## src/rtl/csmulti_pipe.sv

```systemverilog
// csmulti_pipe: pipelined WIDTH x WIDTH carry-save array multiplier with
// per-transaction unsigned/signed (Baugh-Wooley) mode and valid/ready
// handshakes. STAGES register levels split the array rows evenly; the last
// level also holds the vector-merging ripple adder and the product register.
module csmulti_pipe #(
  parameter int WIDTH  = 8,
  parameter int STAGES = 2
) (
  input  logic                 clk,
  input  logic                 rst_n,
  input  logic                 in_valid,
  output logic                 in_ready,
  input  logic [WIDTH-1:0]     in_a,
  input  logic [WIDTH-1:0]     in_b,
  input  logic                 in_signed,
  output logic                 out_valid,
  input  logic                 out_ready,
  output logic [2*WIDTH-1:0]   out_product,
  output logic                 out_signed
);

  localparam int P    = 2 * WIDTH;
  // Intermediate register levels (the final level is the product register).
  localparam int NREG = (STAGES > 1) ? STAGES - 1 : 1;

  localparam logic [P-1:0] ONE      = {{(P-1){1'b0}}, 1'b1};
  // Baugh-Wooley correction constants: +2^WIDTH and +2^(2*WIDTH-1).
  localparam logic [P-1:0] BW_CONST = (ONE << WIDTH) | (ONE << (P - 1));

  // Everything a partially reduced transaction carries between levels.
  typedef struct packed {
    logic             sgn;
    logic [WIDTH-1:0] a;
    logic [WIDTH-1:0] b;
    logic [P-1:0]     sum;
    logic [P-1:0]     carry;
  } stage_t;

  // Array row after which register level k sits.
  function automatic int row_at(input int k);
    return (k * WIDTH) / STAGES;
  endfunction

  // Fold partial-product rows lo..hi-1 into the carry-save pair, one 3:2
  // compressor row each. In signed mode the bits pairing exactly one operand
  // MSB are inverted.
  function automatic stage_t add_rows(input stage_t s, input int lo, input int hi);
    stage_t       r;
    logic [P-1:0] pp;
    logic [P-1:0] sum_n;
    logic [P-1:0] carry_n;
    logic         pbit;
    r = s;
    for (int i = 0; i < WIDTH; i++) begin
      if (i >= lo && i < hi) begin
        pp = '0;
        for (int j = 0; j < WIDTH; j++) begin
          pbit = r.a[j] & r.b[i];
          if (r.sgn && ((i == WIDTH - 1) != (j == WIDTH - 1))) pbit = ~pbit;
          pp[i+j] = pbit;
        end
        sum_n   = r.sum ^ r.carry ^ pp;
        carry_n = ((r.sum & r.carry) | (r.sum & pp) | (r.carry & pp)) << 1;
        r.sum   = sum_n;
        r.carry = carry_n;
      end
    end
    return r;
  endfunction

  // Vector-merging ripple adder; the carry out of the top bit is dropped
  // because the product is defined modulo 2^(2*WIDTH).
  function automatic logic [P-1:0] merge_add(input logic [P-1:0] x, input logic [P-1:0] y);
    logic [P-1:0] s;
    logic         c;
    s = '0;
    c = 1'b0;
    for (int i = 0; i < P; i++) begin
      s[i] = x[i] ^ y[i] ^ c;
      c    = (x[i] & y[i]) | (x[i] & c) | (y[i] & c);
    end
    return s;
  endfunction

  // Remaining rows plus the merge, for the last register level.
  function automatic logic [P-1:0] finish(input stage_t s);
    stage_t r;
    r = add_rows(s, row_at(STAGES - 1), WIDTH);
    return merge_add(r.sum, r.carry);
  endfunction

  logic             stall;
  logic             advance;
  stage_t           head;
  logic             head_vld;
  stage_t           stage_d [NREG];
  logic [NREG-1:0]  stage_vld_d;
  stage_t           data_q  [NREG];
  logic [NREG-1:0]  vld_q;
  stage_t           last_src;
  logic             last_vld;
  logic [P-1:0]     product_d;
  logic             out_valid_q;
  logic             out_signed_q;
  logic [P-1:0]     out_product_q;

  // A held output freezes the whole pipe; in_ready never looks at in_valid.
  assign stall       = out_valid_q & ~out_ready;
  assign advance     = ~stall;
  assign in_ready    = ~stall;
  assign out_valid   = out_valid_q;
  assign out_product = out_product_q;
  assign out_signed  = out_signed_q;

  // Operand entry: seed the carry-save pair with the signed-mode constants.
  always_comb begin
    head_vld   = in_valid & in_ready;
    head.sgn   = in_signed;
    head.a     = in_a;
    head.b     = in_b;
    head.sum   = in_signed ? BW_CONST : '0;
    head.carry = '0;
  end

  // Row reduction feeding each intermediate register level.
  always_comb begin
    // NOTE: defaults first so every path assigns every bit -- no latch.
    stage_d        = '{default: '0};
    stage_vld_d    = '0;
    stage_vld_d[0] = head_vld;
    stage_d[0]     = add_rows(head, row_at(0), row_at(1));
    for (int k = 1; k < NREG; k++) begin
      stage_vld_d[k] = vld_q[k-1];
      stage_d[k]     = add_rows(data_q[k-1], row_at(k), row_at(k + 1));
    end
  end

  // The final level is fed straight from the inputs when there is only one.
  if (STAGES == 1) begin : g_single
    assign last_src = head;
    assign last_vld = head_vld;
  end else begin : g_multi
    assign last_src = data_q[STAGES-2];
    assign last_vld = vld_q[STAGES-2];
  end

  // Final rows and merge into the full-width product.
  always_comb begin
    product_d = finish(last_src);
  end

  // Valid bits and output register: cleared asynchronously, all levels
  // advance together unless the output is stalled.
  always_ff @(posedge clk or negedge rst_n) begin
    // NOTE: non-blocking assignments so every level samples pre-edge values.
    if (!rst_n) begin
      vld_q         <= '0;
      out_valid_q   <= 1'b0;
      out_product_q <= '0;
      out_signed_q  <= 1'b0;
    end else if (advance) begin
      vld_q       <= stage_vld_d;
      out_valid_q <= last_vld;
      if (last_vld) begin
        out_product_q <= product_d;
        out_signed_q  <= last_src.sgn;
      end
    end
  end

  // Intermediate datapath registers, loaded only when a real transaction arrives.
  always_ff @(posedge clk) begin
    // NOTE: no reset here -- contents are only used while the matching valid bit is set.
    if (advance) begin
      for (int k = 0; k < NREG; k++) begin
        if (stage_vld_d[k]) data_q[k] <= stage_d[k];
      end
    end
  end

endmodule

```

## config.mk

```make
export PLATFORM = sky130hd
export DESIGN_NAME = csmulti_pipe
export DESIGN_NICKNAME = d
export VERILOG_FILES = /design/src/rtl/csmulti_pipe.sv
export SDC_FILE = /design/constraint.sdc
export NUM_CORES = 1
export LEC_CHECK = 0
export ABC_CLOCK_PERIOD_IN_PS = 14780
export CORE_MARGIN = 2
export CORE_UTILIZATION = 55
export DETAILED_ROUTE_END_ITERATION = 8
export PLACE_DENSITY = 0.78
export SYNTH_ARGS = -nofsm -noshare
export SYNTH_HDL_FRONTEND = slang
export SYNTH_SLANG_ARGS = --single-unit
```

## constraint.sdc

```tcl
create_clock -name clk -period 14.78 [get_ports clk]
set_input_delay 4.434 -clock clk [delete_from_list [all_inputs] [get_ports clk]]
set_output_delay 4.434 -clock clk [all_outputs]
set_load 0.01 [all_outputs]
```

# [Word-level counts from Yosys, hierarchy flattened]
# Memory sizes are Yosys's and may differ from the RTL's.
# Index checks and enable logic that the tools add are counted.
[totals] regBits=19 ramBits=48 in_bits=21 output_inout_bits=19 wordCells=252 mem_count=1
[op_classes] mux=18 bitwise_logic=228 n_reduce_logical=1
[mem_list] name="data_q" depth=1 word_bits=48 read_ports=1 rd_ports_with_merged_regs=0 write_ports=1 line_no="98" source="stage_t data_q [NREG];"
[ops] operator="$or 15x15->15" n=14
[ops] operator="$and 15x15->15" n=9
[ops] operator="$xor 16x16->16" n=7
[ops] operator="$and 1x1->1" n=106
[ops] operator="$and 15x10->15" n=2
[ops] operator="$and 15x11->15" n=2
[ops] operator="$and 15x12->15" n=2
[ops] operator="$and 15x13->15" n=2
[ops] operator="$and 15x14->15" n=2
[ops] operator="$and 15x9->15" n=2
[ops] operator="$xor 1x1->1" n=29
[ops] operator="$or 1x1->1" n=26
[ops] operator="$mux 1" n=17
[ops] operator="$mux 16" n=1
[ops] operator="$not 1->1" n=16
[ops] operator="$xor 16x10->16" n=1
[ops] operator="$xor 16x11->16" n=1
[ops] operator="$xor 16x12->16" n=1
[ops] operator="$xor 16x13->16" n=1
[ops] operator="$xor 16x14->16" n=1
[ops] operator="$xor 16x15->16" n=1
[ops] operator="$xor 16x8->16" n=1
[ops] operator="$xor 16x9->16" n=1
[ops] operator="$and 15x8->15" n=1
[ops] operator="$reduce_and 2->1" n=1

# [Longest topological paths before layout]
# An unclocked memory read counts as a cell.
[logic_depth] depth_word=57 depth_mapped=17 mapped_depth_nobuf=17

# [Least setup slack after synthesis]
# OpenSTA, ideal clock, no wires.
[synth_path] kind="input port to output port" startpoint="in out_ready" endpoint="out in_ready" arrival_ns=4.586 required_time_ns=10.346 setup_slack_ns=5.760 stages=1 path_buffers=0 path_cell_list="nand2b_4"
[synth_via] elab_chain_len=3
[synth_rtl] item="start, declared" line_no="17" source="input logic out_ready,"
[synth_rtl] item="$not 1->1" line_no="108" source="assign stall = out_valid_q & ~out_ready;"
[synth_rtl] item="$and 1x1->1" line_no="108"
[synth_rtl] item="$not 1->1 (no source line)"
[synth_rtl] item="end, declared" line_no="12" source="output logic in_ready,"
# No other way between the ends.

# [Worst setup path in the final report]
# Ends and elaborated chain as after synthesis.

==> metrics.txt <==
CP required=10.35 ns; GPL Wtd Cong=0.7513; Peak VDD IR=0.09510 mV; r2r worst-path depth=17; area of the multi-input gates=1892 um^2; area of the die=7060 um^2; top post-synthesis cells by area=fa_1 (27%), edfxtp_1 (27%), dfrtp_1 (13%); final setup violation count=0; row count=29; CP Class=in2out; crit end category=output port; slew margin rel.=0.4462; vias in the first global route=2116; Cell Area, Synth=3522 um^2; post-DR vias/cell=4.903; clock root buffer=clkbuf_8; Register Area=1436 um^2; Synth Register Bits=51; area leader, netlist=fa_1; Max FO, Critical Path=5; Mapped Cells=262; Port Buffer Count=39; Synth Net Count=345; GR Overflow Total=0; Post-CTS Setup Inserts=0; leakage power=1.781 nW; hold path depth=1; RSZ-0062 raised after global routing=false; skew final=0.006123 ns; Post-DP HPWL=4362 um; Top Ports=40; CP Launch Type=input port; GRT Total Usage=0.1636; pre-CTS WS=4.760 ns; Slew @ Worst Pin=0.8281 ns; final hold viol count=0; minimum clock period=10.01 ns; Max H-tree Level=2; clock sink count=51; average cell area after synthesis=13.44 um^2; Largest stage delay, worst path=0.54 ns; Inserted Clock Buffers=5; Slew Limit Fails=0; DR DRC count=0; CTS clk-pin slew, worst paths=0.08 ns; max-cap viol count=0; first-pass GRT wire length=9108 um; crit path cell chain=clkdlybuf4s50_1, nand2b_4, clkdlybuf4s50_1; TritonCTS clock tree=yes; Crit path top cell by count=clkdlybuf4s50_1; initial antenna violation count=0; share of the synthesized area in the top cell type=0.2728; largest net degree at the start of global routing=33; Post-Route WL=5095 um; TNS Setup=0 ns; DRT antenna net count=0; r2r setup slk=8.48 ns; final period utilization=0.6776; clock buffer depth=2; library cells used by synthesis=19; drt pass-1 iters=4; sequential-to-total area share from yosys stat=0.4078; slowest CP cell=clkdlybuf4s50_1; Setup WS post-layout=4.765 ns; CORE AREA=6277 um^2; fmax=99.85 MHz; post-CTS sizing=0; Routed WL per cell=13.34 um; Area Overhead vs Synth=15.31%; status=completed; synth warn=0; PD cells=132.0 nW/um^2; ANT cells=0; Hold WC Path Type=reg2reg; share of layout cells above drive strength 1=0.08852; First DRT Iteration DRCs=55; die height=84.03 um; Worst-Skew Late Latency=0.31 ns; WP data arrival=5.58 ns; die width=84.03 um; Nets=387; fillers=476; CTS hold repair buffers=0; via count=1873; Initial Utilization=0.5611
-- critical path: cells and delay by family --
| kind | cells | cell delay (ns) |
|---|---|---|
| buffers and inverters | 2 | 1.00 |
| AND/OR/NAND/NOR | 1 | 0.15 |
-- registers in the layout, indices dropped and copies added (netlist names) --
register / flops
data_q: 32
last_vld: 1
out_valid: 1
out_product: 16
out_signed: 1
-- layer usage --
metal | part of all wire | GRT usage
met5 | 0 | 0
met1 | 0.42 | 0.1875
met2 | 0.53 | 0.2958
met4 | 0.021 | 0.07331
met3 | 0.031 | 0.02967
-- final cells by class --
| type | instances | share of cell area |
|---|---|---|
| Clock buffer | 6 | 0.01787 |
| Timing Repair Buffer | 39 | 0.09612 |
| Clock inverter | 2 | 0.003081 |
| Sequential cell | 51 | 0.3537 |
| Inverter | 43 | 0.03974 |
| Tap cell | 77 | 0.02372 |
| Multi-Input combinational cell | 164 | 0.4658 |
-- power breakdown --
part / total [mW] / leakage, nW / internal [mW] / switching, mW
Combinational: 0.256 / 1.21 / 0.145 / 0.111
Clock: 0.0762 / 0.0374 / 0.0329 / 0.0432
Sequential: 0.204 / 0.530 / 0.187 / 0.0177
Total: 0.536 / 1.78 / 0.365 / 0.172
-- cells in the final DEF, fill, tap and decap left out --
cell / Yosys / routed
and2_2: 1 / 1
or2b_1: 1 / 1
inv_1: 43 / 43
nand2_4: 1 / 1
clkbuf_8: 0 / 5
mux2i_1: 1 / 1
mux2_2: 8 / 8
clkinvlp_4: 0 / 1
nand2_1: 23 / 23
and2_1: 42 / 42
xnor2_1: 13 / 13
fa_1: 48 / 48
clkinvlp_2: 0 / 1
clkbuf_1: 2 / 1
ha_1: 14 / 14
mux2_4: 9 / 9
xor2_1: 2 / 2
edfxtp_1: 32 / 32
dfrtp_1: 19 / 19
clkdlybuf4s50_1: 0 / 39
nand2b_4: 1 / 1
-- final timing paths --
kind | startpoint | to
max reg2reg | data_q[0][35]$_DFFE_PP_ | out_product[15]$_DFFE_PN0P_
min | data_q[0][18]$_DFFE_PP_ | out_product[3]$_DFFE_PN0P_
min reg2reg | data_q[0][18]$_DFFE_PP_ | out_product[3]$_DFFE_PN0P_
min in group asynchronous | rst_n | out_product[15]$_DFFE_PN0P_
max in group asynchronous | rst_n | out_product[2]$_DFFE_PN0P_
max | out_ready | in_ready
-- through the flow --
| stage | area [um^2] | power, mW | cells | util | hold slack, ns |
|---|---|---|---|---|---|
| floorplan | 3522 | 0.3829 | 262 | - | 0.4578 |
| global placement | 3976 | 0.4602 | 374 | 0.6334 | 0.4651 |
| detailed placement | 3976 | 0.4719 | 374 | 0.6334 | 0.4635 |
| CTS | 4061 | 0.5470 | 382 | 0.6470 | 0.4827 |
| global route | 4061 | 0.5906 | 382 | 0.6470 | 0.5016 |
| finish | 4061 | 0.5362 | 382 | 0.6470 | 0.4806 |
-- synthesized netlist by cell type --
cell type and n:
mux2_2 8, and2_1 42, nand2b_4 1, and2_2 1, mux2_4 9, xnor2_1 13, edfxtp_1 32, nand2_4 1
dfrtp_1 19, or2b_1 1, ha_1 14, xor2_1 2, mux2i_1 1, clkbuf_1 2, fa_1 48, buf_12 1
inv_1 43, buf_2 1, nand2_1 23
-- kinds of logic (layout without fill, tap and decap cells) --
logic type | Yosys count | count (layout) | share of synthesized area
flops | 51 | 51 | 0.4078
simple gates | 69 | 69 | 0.1105
mux | 18 | 18 | 0.06679
xor+xnor | 15 | 15 | 0.03730
buf+inv | 47 | 90 | 0.05506
fa+ha+maj | 62 | 62 | 0.3226
Note: power is estimated with default switching activity, not from simulation.
